`src/rtl/uart_config_mc.sv`:
```
// Shadow/active configuration registers for NUM_CH UART channels on the shared config bus.
// Each channel's shadow set is copied to its active set only on an edge where that UART is idle.
module uart_config_mc #(
    parameter int                    NUM_CH            = 4,
    parameter int                    WIDTH_CONFIG_ADDR = 8,
    parameter int                    WIDTH_CONFIG_DATA = 16,
    parameter int                    BASE_TAG          = 'h5,
    parameter int                    BAUD_W            = 16,
    parameter logic [BAUD_W-1:0]     BAUD_DIV_RST      = 16'd434
) (
    input  logic                         clk,
    input  logic                         rst,
    input  logic [WIDTH_CONFIG_ADDR-1:0] c_addr,
    input  logic [WIDTH_CONFIG_DATA-1:0] c_data,
    input  logic                         c_valid,
    output logic                         c_ready,
    output logic                         c_ack,
    output logic                         cfg_err,
    input  logic [NUM_CH-1:0]            ch_busy,
    output logic [2*NUM_CH-1:0]          parity_cfg,
    output logic [NUM_CH-1:0]            stop_cfg,
    output logic [2*NUM_CH-1:0]          dlen_cfg,
    output logic [BAUD_W*NUM_CH-1:0]     baud_div,
    output logic [NUM_CH-1:0]            cfg_update
);

    localparam int CH_W  = (NUM_CH > 1) ? $clog2(NUM_CH) : 1;
    localparam int TAG_W = WIDTH_CONFIG_ADDR - CH_W - 2;

    // Bus handshake: a transfer happens on an edge where c_valid & c_ready and the
    // tag matches. c_ready only drops for a claimed access whose channel already
    // holds a pending update and is still busy.

    logic [TAG_W-1:0]  addr_tag;
    logic [CH_W-1:0]   addr_ch;
    logic [1:0]        addr_sel;
    logic [BAUD_W-1:0] wr_baud;
    logic              tag_hit;
    logic [NUM_CH-1:0] ch_sel;
    logic              xfer;
    logic              wr_legal;
    logic              wr_en;

    logic [NUM_CH-1:0][1:0]        act_par_q,  act_par_d;
    logic [NUM_CH-1:0]             act_stop_q, act_stop_d;
    logic [NUM_CH-1:0][1:0]        act_dlen_q, act_dlen_d;
    logic [NUM_CH-1:0][BAUD_W-1:0] act_baud_q, act_baud_d;
    logic [NUM_CH-1:0][1:0]        sh_par_q,   sh_par_d;
    logic [NUM_CH-1:0]             sh_stop_q,  sh_stop_d;
    logic [NUM_CH-1:0][1:0]        sh_dlen_q,  sh_dlen_d;
    logic [NUM_CH-1:0][BAUD_W-1:0] sh_baud_q,  sh_baud_d;
    logic [NUM_CH-1:0]             pending_q,  pending_d;
    logic [NUM_CH-1:0]             cfg_update_q, cfg_update_d;
    logic                          c_ack_q, c_ack_d;
    logic                          cfg_err_q, cfg_err_d;

    assign addr_tag = c_addr[WIDTH_CONFIG_ADDR-1:CH_W+2];
    assign addr_ch  = c_addr[CH_W+1:2];
    assign addr_sel = c_addr[1:0];
    assign wr_baud  = c_data[BAUD_W-1:0];
    assign tag_hit  = (addr_tag == TAG_W'(BASE_TAG));

    always_comb begin
        ch_sel = '0;
        for (int i = 0; i < NUM_CH; i++) begin
            ch_sel[i] = (addr_ch == CH_W'(i));
        end
    end

    assign c_ready = ~(tag_hit & (|(ch_sel & pending_q & ch_busy)));
    assign xfer    = c_valid & c_ready & tag_hit;

    always_comb begin
        wr_legal = 1'b1;
        case (addr_sel)
            2'b00:   wr_legal = (c_data[1:0] != 2'b01);
            2'b11:   wr_legal = (wr_baud != '0);
            default: wr_legal = 1'b1;
        endcase
    end

    assign wr_en     = xfer & wr_legal;
    assign c_ack_d   = xfer;
    assign cfg_err_d = xfer & ~wr_legal;

    // Apply is evaluated before the write so it copies the pre-edge shadow;
    // a same-edge write then re-arms pending for the next idle edge.
    always_comb begin
        act_par_d    = act_par_q;
        act_stop_d   = act_stop_q;
        act_dlen_d   = act_dlen_q;
        act_baud_d   = act_baud_q;
        sh_par_d     = sh_par_q;
        sh_stop_d    = sh_stop_q;
        sh_dlen_d    = sh_dlen_q;
        sh_baud_d    = sh_baud_q;
        pending_d    = pending_q;
        cfg_update_d = '0;
        for (int i = 0; i < NUM_CH; i++) begin
            if (pending_q[i] && !ch_busy[i]) begin
                act_par_d[i]    = sh_par_q[i];
                act_stop_d[i]   = sh_stop_q[i];
                act_dlen_d[i]   = sh_dlen_q[i];
                act_baud_d[i]   = sh_baud_q[i];
                pending_d[i]    = 1'b0;
                cfg_update_d[i] = 1'b1;
            end
            if (wr_en && ch_sel[i]) begin
                case (addr_sel)
                    2'b00:   sh_par_d[i]  = c_data[1:0];
                    2'b01:   sh_stop_d[i] = c_data[0];
                    2'b10:   sh_dlen_d[i] = c_data[1:0];
                    default: sh_baud_d[i] = wr_baud;
                endcase
                pending_d[i] = 1'b1;
            end
        end
    end

    always_ff @(posedge clk or posedge rst) begin
        if (rst) begin
            act_par_q    <= '0;
            act_stop_q   <= '0;
            act_dlen_q   <= {NUM_CH{2'b11}};
            act_baud_q   <= {NUM_CH{BAUD_DIV_RST}};
            sh_par_q     <= '0;
            sh_stop_q    <= '0;
            sh_dlen_q    <= {NUM_CH{2'b11}};
            sh_baud_q    <= {NUM_CH{BAUD_DIV_RST}};
            pending_q    <= '0;
            cfg_update_q <= '0;
            c_ack_q      <= 1'b0;
            cfg_err_q    <= 1'b0;
        end else begin
            act_par_q    <= act_par_d;
            act_stop_q   <= act_stop_d;
            act_dlen_q   <= act_dlen_d;
            act_baud_q   <= act_baud_d;
            sh_par_q     <= sh_par_d;
            sh_stop_q    <= sh_stop_d;
            sh_dlen_q    <= sh_dlen_d;
            sh_baud_q    <= sh_baud_d;
            pending_q    <= pending_d;
            cfg_update_q <= cfg_update_d;
            c_ack_q      <= c_ack_d;
            cfg_err_q    <= cfg_err_d;
        end
    end

    assign parity_cfg = act_par_q;
    assign stop_cfg   = act_stop_q;
    assign dlen_cfg   = act_dlen_q;
    assign baud_div   = act_baud_q;
    assign cfg_update = cfg_update_q;
    assign c_ack      = c_ack_q;
    assign cfg_err    = cfg_err_q;

endmodule

```
`config.mk`:
```
export PLATFORM = sky130hd
export DESIGN_NAME = uart_config_mc
export DESIGN_NICKNAME = d
export VERILOG_FILES = /design/src/rtl/uart_config_mc.sv
export SDC_FILE = /design/constraint.sdc
export NUM_CORES = 1
export LEC_CHECK = 0
export CORE_MARGIN = 3
export CORE_UTILIZATION = 53
export DETAILED_ROUTE_END_ITERATION = 7
export PLACE_DENSITY_LB_ADDON = 0.15
export SETUP_SLACK_MARGIN = 0.05
export SLEW_MARGIN = 10
export SYNTH_ARGS = -nofsm -noshare
export SYNTH_HDL_FRONTEND = slang
export SYNTH_SLANG_ARGS = --single-unit
```
`constraint.sdc`:
```
create_clock -name clk -period 6.9 [get_ports clk]
set_input_delay 1.38 -clock clk [delete_from_list [all_inputs] [get_ports clk]]
set_output_delay 1.38 -clock clk [all_outputs]
set_load 0.01 [all_outputs]
```
==> results.md <==
- Most instantiated cells after synthesis: dfrtp_1 (122), mux2_2 (121), dfstp_2 (56)
- DP HPWL: 10200 um
- #FFs+latches synth: 178
- Cell Rows: 42
- Final setup fails: 0
- EDFF count, synth: 0
- Sequential area share after synthesis: 61.2%
- First-pass GRT wire length: 23500 um
- # Post-CTS Setup Buffers: 0
- Reg-to-Reg Start: pending_q[0]$_DFFE_PP0P_
- Instance count of the mapped netlist: 452
- TritonCTS buffer count: 17
- Slew margin rel.: 30.7%
- Final hold viol count: 0
- Slew @ Worst Pin: 1.04 ns
- H-tree depth: 4
- Syn Nets: 488
- Root buffer cell: clkbuf_16
- Worst Skew: 0.0124 ns
- Total clock sinks: 178
- HP Class: reg2reg
- Die area: 15400 um2
- RSZ-0062 raised after global routing: false
- Antenna Cells: 0
- Min Hold Slack: 0.488 ns
- Starting density of the core: 55.0%
- P_leak: 4.29 nW
- PwrDens: 226 nW/um2
- Clock Latency Late Sink: 0.42 ns
- Max-cap violations: 0
- Crit path capture type: primary output
- Reg2reg setup slack: 3.91 ns
- Area Growth Syn to Fin: 25.7%
- Synth Area per Inst: 16.4 um2
- Die Y: 124 um
- Synth area leaders: dfrtp_1 (41%), dfstp_2 (20%), mux2_2 (18%)
- Initial DRC Count: 157
- Startpoint types: input pin
- Top-area cell type share of the netlist area: 41.3%
- Die X: 124 um
- Largest net degree at the start of global routing: 74
- Io pins: 122
- Worst Hold Endpoint: sh_stop_q[1]$_DFFE_PP0P_
- Layout cells sized above 1: 45.1%
- F_max: 202 MHz
- Crit path DAT: 3.57 ns
- Clk buf depth: 2
- Hold buffer count at CTS: 0
- DR vias/cell: 5.41
- CTS tree: done
- Remaining DRCs: 0
- Initial antenna violation count: 0
- Clock slew seen by the registers of the worst setup and hold paths: 0.06 ns
- Placer Congestion: 0.839
- WP data required: 5.52 ns
- R2r worst-path depth: 5
- Critical R2R Capture: sh_baud_q[18]$_DFFE_PP0P_
- Layout Nets: 613
- Min-delay src: sh_stop_q[1]$_DFFE_PP0P_
- Drt pass-1 iters: 6
- Placed cell count: 734
- Outcome: completed
- Final std cells w/o fill: 766
- Core box area: 13500 um2
- Netlist cell types: 37
- Area leader, netlist: dfrtp_1
- Crit share post-route: 71.7%
- PortBufs: 121
- Tot GR Track Use: 20.6%
- Fraction of registers with async set/reset: 100%
- Vias in the first global route: 4335
- Synthesized cell area: 7390 um2
- Max VDD drop: 0.181 mV
- Routed Antenna Nets: 0
- Most frequent cell after synthesis: dfrtp_1
- CP Max Fanout: 15
- Post-synth top flop: dfrtp_1
- Worst hold stages: 1
- GRT Residual Overflow: 0
- Syn. warnings: 0
- DR vias: 4141
- Setup CP Type: in2out
- Post-CTS resize count: 0
- Wire per inst: 19.5 um
- WL final: 14900 um
- Minimum clock period: 4.95 ns
- TNS Setup: 0 ns
- Slew Viols, Final: 0
## report_power, final
| group | leakage, nW | internal (mW) | switching (mW) |
|---|---|---|---|
| Sequential | 2.27 | 1.08 | 0.0133 |
| Combinational | 1.76 | 0.0544 | 0.0603 |
| Clock | 0.261 | 0.523 | 0.378 |
| Total | 4.29 | 1.65 | 0.451 |
## final cells by class
cell class,instances,area [um2]
timing repair buffer,128,1260
fill,955,4160
inverter,10,42.5
multi-input combinational,242,2680
clock buffer,23,478
clock inverter,9,82.6
tap,176,220
sequential,178,4520
## worst max-delay path, stage by stage
cell             delay (ns)
clkdlybuf4s50_1        0.57
inv_1                  0.23
mux4_2                 0.72
nand2_1                0.13
clkdlybuf4s50_1        0.54
## state kept, by name, summed over array words and instances (netlist names)
register / flops
baud_div: 64
c_ack: 1
cfg_err: 1
cfg_update: 4
dlen_cfg: 8
parity_cfg: 8
pending_q: 4
sh_baud_q: 64
sh_dlen_q: 8
sh_par_q: 8
sh_stop_q: 4
stop_cfg: 4
## kinds of logic after synthesis
| logic type | after synthesis | share of synthesized area [%] |
|---|---|---|
| mux | 170 | 28.2 |
| flops | 178 | 61.2 |
| simple gates | 43 | 3.06 |
| fa+ha+maj | 5 | 0.846 |
| buf+inv | 32 | 2.64 |
| compound gates | 24 | 4.03 |
## metrics by stage
| stage | utilization (%) | setup WS (ns) | total power [mW] | cell area (um2) |
|---|---|---|---|---|
| floorplan | - | 0.782 | 1.17 | 7390 |
| global placement | 64.9 | 1.87 | 1.22 | 8720 |
| detailed placement | 64.9 | 1.75 | 1.22 | 8720 |
| CTS | 69.0 | 1.96 | 2.12 | 9290 |
| global route | 69.1 | 1.86 | 2.19 | 9290 |
| finish | 69.1 | 1.95 | 2.10 | 9290 |
## worst max path at each step
stage	start	cells after the start	to
CTS	c_addr[3]	5	c_ready
floorplan	rst	1	baud_div[0]$_DFFE_PP0P_
detailed placement	c_data[0]	5	sh_baud_q[10]$_DFFE_PP0P_
global placement	c_data[0]	5	sh_baud_q[43]$_DFFE_PP0P_
global route	c_addr[3]	5	c_ready
finish	c_addr[3]	5	c_ready
## layer usage
layer / vias to the layer above / wire (um) / part of all wire (%) / track usage [%]
met4: 0 / 109 / 0.73 / 4.72
met3: 11 / 809 / 5.4 / 5.54
met5: - / 0 / 0 / 0
li1: 1879 / - / - / -
met2: 99 / 7540 / 50 / 34.7
met1: 2152 / 6480 / 43 / 26.8
## cells in the final DEF, fill, tap and decap left out, drive strengths merged, types with 7 or more instances in the layout
cell type	count
a2111oi	11
buf	7
clkbuf	23
clkdlybuf4s50	121
dfrtp	122
dfstp	56
inv	10
mux2	168
nand2	19
Note: power is estimated with default switching activity, not from simulation.
